### src/rtl/wb_write_sequencer.sv
// Write-back sequencer: merges pipe results and queued mult/div results into one register-file write per cycle.
// Optional read-port forwarding is enabled by defining WB_FWD_EN.
module wb_write_sequencer #(
  parameter int DEPTH = 4,
  parameter int AW    = 2
) (
  input  logic          clk,
  input  logic          rst_n,
  input  logic          wb_valid,
  input  logic [4:0]    wb_reg,
  input  logic [31:0]   wb_data,
  input  logic          md_valid,
  input  logic [4:0]    md_reg,
  input  logic [31:0]   md_data,
  output logic          md_ready,
  output logic [4:0]    writereg,
  output logic          regwrite,
  output logic [31:0]   writedata,
  input  logic [4:0]    readreg1,
  input  logic [4:0]    readreg2,
  output logic          fwd1_hit,
  output logic [31:0]   fwd1_data,
  output logic          fwd2_hit,
  output logic [31:0]   fwd2_data,
  output logic [AW:0]   fifo_count
);

  localparam logic [AW:0]   CNT_FULL = (AW+1)'(DEPTH);
  localparam logic [AW:0]   CNT_ONE  = (AW+1)'(1);
  localparam logic [AW-1:0] PTR_ONE  = AW'(1);

  logic [4:0]       ent_reg_r  [DEPTH];
  logic [31:0]      ent_data_r [DEPTH];
  logic [DEPTH-1:0] ent_vld_r;
  logic [AW-1:0]    wr_ptr_r;
  logic [AW-1:0]    rd_ptr_r;
  logic [AW:0]      count_r;
  logic             push_s;
  logic             pop_s;

  // Full FIFO refuses md input even when draining; no bypass path.
  assign md_ready   = (count_r != CNT_FULL);
  assign push_s     = md_valid && md_ready;
  assign pop_s      = !wb_valid && (count_r != {(AW+1){1'b0}});
  assign fifo_count = count_r;

  // FIFO storage, supersede invalidation, pointers and occupancy
  always_ff @(posedge clk or negedge rst_n) begin
    if (!rst_n) begin
      for (int i = 0; i < DEPTH; i++) begin
        ent_reg_r[i]  <= 5'd0;
        ent_data_r[i] <= 32'd0;
      end
      ent_vld_r <= {DEPTH{1'b0}};
      wr_ptr_r  <= {AW{1'b0}};
      rd_ptr_r  <= {AW{1'b0}};
      count_r   <= {(AW+1){1'b0}};
    end else begin
      for (int i = 0; i < DEPTH; i++) begin
        if (wb_valid && ent_vld_r[i] && (ent_reg_r[i] == wb_reg)) begin
          ent_vld_r[i] <= 1'b0;
        end
      end
      if (pop_s) begin
        ent_vld_r[rd_ptr_r] <= 1'b0;
        rd_ptr_r            <= rd_ptr_r + PTR_ONE;
      end
      // A push never targets the popped slot, and a same-cycle push is younger than wb so stays valid.
      if (push_s) begin
        ent_reg_r[wr_ptr_r]  <= md_reg;
        ent_data_r[wr_ptr_r] <= md_data;
        ent_vld_r[wr_ptr_r]  <= 1'b1;
        wr_ptr_r             <= wr_ptr_r + PTR_ONE;
      end
      case ({push_s, pop_s})
        2'b10:   count_r <= count_r + CNT_ONE;
        2'b01:   count_r <= count_r - CNT_ONE;
        default: count_r <= count_r;
      endcase
    end
  end

  // Registered register-file write port with fixed pipe-over-FIFO priority
  always_ff @(posedge clk or negedge rst_n) begin
    if (!rst_n) begin
      regwrite  <= 1'b0;
      writereg  <= 5'd0;
      writedata <= 32'd0;
    end else if (wb_valid) begin
      regwrite  <= (wb_reg != 5'd0);
      writereg  <= wb_reg;
      writedata <= wb_data;
    end else if (pop_s) begin
      regwrite  <= ent_vld_r[rd_ptr_r] && (ent_reg_r[rd_ptr_r] != 5'd0);
      writereg  <= ent_reg_r[rd_ptr_r];
      writedata <= ent_data_r[rd_ptr_r];
    end else begin
      regwrite  <= 1'b0;
      writereg  <= writereg;
      writedata <= writedata;
    end
  end

`ifdef WB_FWD_EN
  // Output stage first, then FIFO oldest to youngest, so the youngest queued match overrides.
  function automatic logic [32:0] fwd_lookup(input logic [4:0] rr);
    logic [32:0]   res;
    logic [AW-1:0] idx;
    res = {1'b0, 32'd0};
    idx = {AW{1'b0}};
    if (rr != 5'd0) begin
      if (regwrite && (writereg == rr)) begin
        res = {1'b1, writedata};
      end else begin
        res = {1'b0, 32'd0};
      end
      for (int i = 0; i < DEPTH; i++) begin
        idx = rd_ptr_r + AW'(i);
        if (ent_vld_r[idx] && (ent_reg_r[idx] == rr)) begin
          res = {1'b1, ent_data_r[idx]};
        end else begin
          res = res;
        end
      end
    end else begin
      res = {1'b0, 32'd0};
    end
    return res;
  endfunction

  // Combinational forwarding for both monitored read ports
  always_comb begin
    {fwd1_hit, fwd1_data} = fwd_lookup(readreg1);
    {fwd2_hit, fwd2_data} = fwd_lookup(readreg2);
  end
`else
  logic unused_readreg_s;
  assign unused_readreg_s = ^{readreg1, readreg2};

  // Forwarding disabled: outputs tied off
  always_comb begin
    fwd1_hit  = 1'b0;
    fwd1_data = 32'd0;
    fwd2_hit  = 1'b0;
    fwd2_data = 32'd0;
  end
`endif

endmodule

### config.mk
export PLATFORM = sky130hd
export DESIGN_NAME = wb_write_sequencer
export DESIGN_NICKNAME = d
export VERILOG_FILES = /design/src/rtl/wb_write_sequencer.sv
export SDC_FILE = /design/constraint.sdc
export NUM_CORES = 1
export LEC_CHECK = 0
export CAP_MARGIN = 20
export CELL_PAD_IN_SITES_DETAIL_PLACEMENT = 0
export CELL_PAD_IN_SITES_GLOBAL_PLACEMENT = 1
export CORE_MARGIN = 10
export CORE_UTILIZATION = 46
export DETAILED_ROUTE_END_ITERATION = 12
export GPL_TIMING_DRIVEN = 0
export PLACE_DENSITY_LB_ADDON = 0.1
export REMOVE_ABC_BUFFERS = 1
export SLEW_MARGIN = 10
export SYNTH_ARGS = -nofsm -noshare
export SYNTH_HDL_FRONTEND = slang
export SYNTH_SLANG_ARGS = --single-unit
### constraint.sdc
create_clock -name clk -period 6.15 [get_ports clk]
set_clock_uncertainty 0.2 [all_clocks]
set_input_delay 0.615 -clock clk [delete_from_list [all_inputs] [get_ports clk]]
set_output_delay 0.615 -clock clk [all_outputs]
set_load 0.02 [all_outputs]
* Word level (Yosys, flattened, before mapping) *
Index checks and enable logic that the tools add are counted.

cells by class
  add/sub/neg operators = 4
  magnitude comparators = 7
  equality and inequality tests = 7
  muxes and demuxes = 31
  bitwise gates (word level) = 5
  reductions and logical operators = 20

operators with widths
  kind                                                                   number
  32-bit two-way mux                                                     5
  128-bit bitwise mux                                                    1
  32-bit binary-select mux with 2-bit select                             1
  32-bit demux with 2-bit select                                         1
  5-bit two-way mux                                                      5
  20-bit bitwise mux                                                     1
  5-bit == test                                                          4
  1-bit logical AND                                                      14
  5-bit binary-select mux with 2-bit select                              1
  5-bit demux with 2-bit select                                          1
  5-bit nonzero test                                                     2
  1-bit two-way mux                                                      9
  4-bit two-way mux                                                      2
  3-bit >= comparator, second input constant                             2
  2-bit by 3-bit < comparator with 1-bit output, second input constant   2
  2-bit inverter with 3-bit output                                       2
  3-bit one-hot mux with 2 select lines                                  1
  2-bit by 1-bit adder with 2-bit output, second input constant          2
  4-bit bitwise AND                                                      1
  1-bit demux with 2-bit select                                          2
  2-bit by 1-bit >= comparator with 1-bit output, second input constant  2
  4-bit inverter                                                         1
  4-bit OR                                                               1
  2-bit nonzero test                                                     2
  9 further kinds                                                        9

word-level totals
  register bits = 197
  output and inout port bits = 108
  word-level logic and storage cells = 89

* Logic depth before layout (Yosys ltp) *
Gate-level depths: netlist of the first run.

  depth after elaboration = 9
  gate-level depth with buffers = 10
  mapped depth without buffers = 9

* Worst setup path before layout of the first run *
OpenSTA, ideal clock, no wires.

  path kind = input to register
  from = input wb_valid
  to = register count_r[2], in the netlist fifo_count[2]
  setup time = 0.080 ns
  data arrival time = 2.325 ns
  data required time = 5.870 ns
  setup slack = 3.545 ns
  stages = 9
  cell sequence = clkbuf_1 nor2_1 clkbuf_1 ha_1 inv_1 fa_1 xor2_1 nor2_1 xor2_1

on the way
  cells in the longest elaborated chain, start to end = 4

RTL lines
  what                                                                                RTL line  source
  from (decl)                                                                         9         input logic wb_valid,
  1-bit zero test *                                                                   44        assign pop_s = !wb_valid && (count_r != {(AW+1){1'b0}});
  1-bit logical AND *                                                                 44
  2-bit by 1-bit == test with 1-bit output / 2-bit == test (equally long branches)    75        case ({push_s, pop_s})
  3-bit one-hot mux with 2 select lines / 2-bit nonzero test (equally long branches)  --
  to (signal assigned)                                                                76        2'b10: count_r <= count_r + CNT_ONE;
  to (signal assigned)                                                                77        2'b01: count_r <= count_r - CNT_ONE;
  to (signal assigned)                                                                78        default: count_r <= count_r;
  to (decl)                                                                           37        logic [AW:0] count_r;

Every way passes the cells marked *; elsewhere a longest branch is shown, timed or not.
A chain may end at the register's enable or synchronous reset.

* Worst setup path in the final report of the first run *
Same ends and word-level chain as after synthesis.

==> results.md, run 1 <==
- Status: finished, violations left
- Failing checks: hold timing
- Seq cells post-synth: 197
- P per Cell Area: 530.3 nW/um2
- Layout overhead on the synthesized area: 18.85%
- Number of global-route vias before repair: 6018
- Non-Filler Instances: 1068
- Slew HR: 28.30%
- Clk_lat worst skew: 0.43 ns
- CP Capture Type: flip-flop
- Die footprint: 27260 um2
- CTS Sinks: 197
- Final Setup Violations: 0
- Sum Neg Setup Slack: 0 ns
- Clock transition at the registers of the reported paths: 0.08 ns
- Fraction of layout cells with a size suffix above 1: 29.92%
- Cells after Synth: 672
- Total of max-cap violations: 0
- GR Overflow Total: 0
- Crit Path Max Fanout: 44
- RSZ-0062 raised after global routing: no
- # port buffers: 119
- Worst min path class: input pin to asynchronous set/reset pin
- Number of hold buffers added after cts: 0
- Vias per Instance: 5.121
- Worst Path Arrival: 3.10 ns
- Dominant cell type by area after synthesis: dfrtp_1
- Post-CTS sizing: 0
- Io pins: 196
- # rows: 53
- Dpl cells: 1035
- Post-layout net count: 877
- Syn. warnings: 0
- Largest net degree at the start of global routing: 102
- CTS tree: done
- DIE WIDTH: 165.1 um
- Post-synth ARST share: 100.0%
- Prevailing post-synth register cell: dfrtp_1
- Cell area after synthesis: 9684 um2
- Startpoint Class: input pin
- Total vias in the final route: 5469
- Total length of routed wires: 21.40 mm
- Peak supply drop: 0.2023 mV
- Critical Path RT: 6.30 ns
- Final worst-path cycle share: 47.93%
- Clock root buffer: clkbuf_16
- H-tree depth: 4
- First-pass GRT wire length: 33.15 mm
- Avg Cell Area, Syn: 14.41 um2
- Area fraction of the dominant cell type after synthesis: 50.90%
- P_leak: 5.139 nW
- Slew Viols, Final: 0
- Unique masters post-synth: 32
- Commonest cells post-synth: dfrtp_1, mux2_2, buf_4
- DR WL/cell: 20.03 um
- Max Freq: 0.3393 GHz
- Initial drt markers: 254
- Tmin final: 2.948 ns
- # DRC: 0
- Number of synthesized flops with an enable pin: 0
- Drt pass-1 iters: 5
- Register area share after synthesis: 50.90%
- Post-CTS Setup Bufs: 0
- Initial core utilization: 46.36%
- Final Power: 6.103 mW
- Gr usage total: 15.66%
- Final hold slack: -0.01336 ns
- Largest cells by area after synthesis: dfrtp_1, mux2_2, mux2_4, mux4_2, buf_4
- Final instance area: 11510 um2
- Core area: 20890 um2
- Slew @ Worst Pin: 1.072 ns
- CTS Buffer Depth: 2
- Post-route ant nets: 0
- Final HPWL DP: 14.33 mm
- Initial antenna violation count: 2
- Die Y: 165.1 um
- Final Hold Fails: 2
- CTS Buf Count: 17
- DP Area: 10920 um2
- CP Class: input pin to flip-flop
- GPL Wtd Cong: 0.7719
- Cell with the most instances after synthesis: dfrtp_1
[worst paths after layout]
path                                            from                         to  slack (ns)  depth (start not counted)
max                                         wb_valid  fifo_count[2]$_DFFE_PN0P_        3.20                          8
min                                            rst_n  writedata[25]$_DFFE_PN0P_       -0.01                          1
max reg2reg                fifo_count[0]$_DFFE_PN0P_  fifo_count[2]$_DFFE_PN0P_        3.29                          8
min reg2reg                writedata[19]$_DFFE_PN0P_  writedata[19]$_DFFE_PN0P_        0.28                          2
max in group asynchronous                      rst_n    rd_ptr_r[0]$_DFFE_PN0N_        4.74                          2
min in group clk           writedata[19]$_DFFE_PN0P_  writedata[19]$_DFFE_PN0P_        0.28                          2
[cell families (layout without fill, tap and decap cells)]
| family | after synthesis | count (layout) | share of synthesized area (%) |
|---|---|---|---|
| mux | 219 | 219 | 31.78 |
| flops | 197 | 197 | 50.90 |
| buf+inv | 118 | 173 | 7.894 |
| compound gates | 51 | 51 | 3.295 |
| simple gates | 51 | 51 | 2.455 |
| xor+xnor | 25 | 25 | 2.261 |
| fa+ha+maj | 10 | 10 | 1.370 |
| other cells | 1 | 67 | 0.03872 |
[area by class of cell]
cell class / count / area, um2
sequential: 197 / 4935
antenna: 1 / 2.502
inverter: 13 / 48.80
tap: 275 / 344.1
clock inverter: 15 / 157.7
fill: 1735 / 9379
clock buffer: 17 / 425.4
timing repair buffer: 128 / 1354
multi-input combinational: 422 / 4243
[power by group]
| group | total, mW | internal, mW | switching [mW] | leakage [nW] |
|---|---|---|---|---|
| combinational | 2.60 | 1.54 | 1.05 | 2.52 |
| clock | 1.09 | 0.544 | 0.547 | 0.277 |
| sequential | 2.42 | 1.97 | 0.449 | 2.34 |
[worst max-delay path, stage by stage]
cell    delay, ns
buf_4        0.34
nor2_1       0.92
ha_1         0.34
inv_1        0.07
fa_1         0.38
xor2_1       0.15
nor2_1       0.12
xor2_1       0.15
[metrics by stage]
stage                     setup WS (ns)  hold WS (ns)  utilization (%)
after global placement           -3.701        0.2609            51.45
after CTS                         3.278       0.02520            55.09
after global routing              3.082       0.04633            55.09
final                             3.202      -0.01336            55.10
after floorplan                   2.377        0.1194                -
after detailed placement          2.806        0.2703            52.30
[metal layers]
layer	share of wire, %	GRT usage (%)	vias to the layer above
met1	42	19.36	2797
met4	0.87	4.267	2
li1	-	-	2480
met2	49	26.47	170
met5	0.047	0	-
met3	8.1	4.264	20
[placed cells by master, fill, tap and decap left out, drive strengths merged, types with 2 or more instances in the layout]
master / n
a21oi: 2
mux4: 38
xor2: 18
inv: 20
clkbuf: 17
a32oi: 4
nor2: 3
xnor2: 7
mux2: 148
a222oi: 5
nor4: 5
clkinvlp: 3
clkdlybuf4s50: 117
a22o: 4
buf: 11
clkinv: 5
mux2i: 33
o21ai: 34
nand2: 39
nor3: 3
ha: 9
dfrtp: 197
conb: 66
[state kept, by name, indices dropped and copies added (netlist names)]
signal      cells
rd_ptr_r        2
writereg        5
wr_ptr_r        2
writedata      32
ent_vld_r       4
ent_data_r    128
fifo_count      3
regwrite        1
ent_reg_r      20
Power figures use the tool's default switching activity.
==> run 2: changes to the inputs <==
CORE_UTILIZATION = 38   (was 46)
clock period = 2.7 ns   (was 6.15 ns; I/O delays follow)
==> results.md, run 2 (same netlist as run 1, synthesis figures left out) <==
- Fin worst setup slack: 0.1998 ns
- Slew @ Worst Pin: 0.8604 ns
- Final HPWL DP: 14.90 mm
- Initial core utilization: 38.57%
- CTS Buffer Depth: 2
- DR WL/cell: 19.92 um
- GPL Wtd Cong: 0.7274
- Vias per Instance: 4.815
- Final Power: 14.02 mW
- Clock Power Share: 18.4%
- Most frequent cells in the layout: dfrtp_1, clkdlybuf4s50_1, mux2_2, conb_1, mux2_4
- Reg-to-Reg Start: fifo_count[0]$_DFFE_PN0P_
- Slew HR: 42.64%
- P_leak: 5.162 nW
- Sequential Area: 4935 um2
- Post-route ant nets: 0
- CTS tree: done
- Sum Neg Setup Slack: 0 ns
- Commonest non-fill, non-tap cell in the layout: dfrtp_1
- RSZ-0062 raised after global routing: no
- Clock transition at the registers of the reported paths: 0.08 ns
- CP Capture Type: flip-flop
- Status: finished, final reports clean
- Max reg flops: 128
- CTS Buf Count: 17
- Layout overhead on the synthesized area: 19.92%
- Fraction of layout cells with a size suffix above 1: 30.01%
- Worst Path Arrival: 2.61 ns
- Fill cell count: 2279
- Pint: 9.338 mW
- Total of max-cap violations: 0
- Final Hold Fails: 0
- Post-CTS Setup Bufs: 0
- Max Freq: 0.4000 GHz
- FF-to-FF End: ent_data_r[81]$_DFFE_PN0P_
- Biggest regs: ent_data_r: 128 flops, writedata: 32 flops, ent_reg_r: 20 flops
- DP Area: 10990 um2
- Sw frac: 33.37%
- Drt pass-1 iters: 5
- Crit Path Max Fanout: 20
- Peak supply drop: 0.4706 mV
- # port buffers: 119
- Setup WS pre-CTS: -0.3620 ns
- Comb power frac: 42.0%
- Total length of routed wires: 22.39 mm
- Slew Viols, Final: 0
- # rows: 58
- Final worst-path cycle share: 92.60%
- Io pins: 196
- Worst min path class: input pin to asynchronous set/reset pin
- DIE WIDTH: 179.6 um
- Psw: 4.677 mW
- Core area: 25110 um2
- Seq pwr share: 39.6%
- Number of global-route vias before repair: 6003
- H-tree depth: 4
- Initial antenna violation count: 2
- Reg2Reg Depth: 5
- Critical Path RT: 2.81 ns
- Gr usage total: 13.85%
- Setup slack, reg-to-reg: 0.20 ns
- P per Cell Area: 1207 nW/um2
- Total vias in the final route: 5412
- Critical Path Source: fifo_count[0]$_DFFE_PN0P_
- GR Overflow Total: 0
- Clock root buffer: clkbuf_16
- Initial drt markers: 281
- Top reg by flops: ent_data_r
- Multi-input logic area: 4258 um2
- Post-layout net count: 878
- # DRC: 0
- Largest net degree at the start of global routing: 101
- Die footprint: 32270 um2
- Final instance area: 11610 um2
- Die Y: 179.6 um
- CP Class: flip-flop to flip-flop
- Final Setup Violations: 0
- Clk_lat worst skew: 0.43 ns
- First-pass GRT wire length: 35.69 mm
- CTS Sinks: 197
- Tmin final: 2.500 ns
- Startpoint Class: flip-flop
==> run 2: worst max path at each step <==
stage                                 endpoint  slack [ns]  cells past startpoint
finish              ent_data_r[81]$_DFFE_PN0P_        0.20                      5
global route         ent_reg_r[10]$_DFFE_PN0P_        0.05                      5
CTS                  fifo_count[2]$_DFFE_PN0P_        0.12                      8
detailed placement   fifo_count[2]$_DFFE_PN0P_       -0.36                      8
global placement     writedata[14]$_DFFE_PN0P_       -6.85                      1
floorplan             writedata[0]$_DFFE_PN0P_       -1.07                      2
==> run 2: power groups by stage <==
stage / Clock [mW] / Combinational, mW / Sequential (mW)
2_1_floorplan: 0 / 3.72 / 5.72
3_3_place_gp: 0 / 5.68 / 5.64
3_5_place_dp: 0 / 6.00 / 5.60
4_1_cts: 2.67 / 6.02 / 5.57
5_1_grt: 2.79 / 6.36 / 5.78
6_report: 2.58 / 5.89 / 5.54
==> run 2: final cells by class <==
class | instances | area share [%]
Clock buffer | 18 | 3.782
Inverter | 13 | 0.4202
Tap cell | 330 | 3.555
Clock inverter | 14 | 1.390
Multi-Input combinational cell | 422 | 36.66
Antenna cell | 1 | 0.02155
Sequential cell | 197 | 42.49
Timing Repair Buffer | 129 | 11.68
==> run 2: critical path, stage by stage, from the launching register on <==
cell and delay, ns:
dfrtp_1 0.50, nor2_1 0.13, a21boi_4 0.44, nand2_2 0.47
buf_12 0.33, mux2_2 0.28
==> run 2: metal layers <==
metal / share of wire (%) / GRT usage [%]
met5: 0 / 0
met4: 0.54 / 3.209
met3: 6.2 / 4.598
met2: 49 / 22.47
met1: 45 / 17.53
==> run 2: per-stage QoR <==
stage | hold WS [ns] | utilization, % | cells
global placement | 0.2614 | 43.08 | 1081
CTS | 0.2438 | 46.22 | 1123
finish | 0.2454 | 46.25 | 1124
floorplan | -0.2256 | - | 632
global route | 0.2571 | 46.24 | 1123
detailed placement | 0.1716 | 43.75 | 1090
==> run 2: repair_timing <==
| action | CTS | global route |
|---|---|---|
| endpoints found under the setup margin | 111 | 1 |
| hold endpoints to repair | 99 | 0 |
| hold buffers | 1 | 0 |
| resized for setup | 2 | 1 |
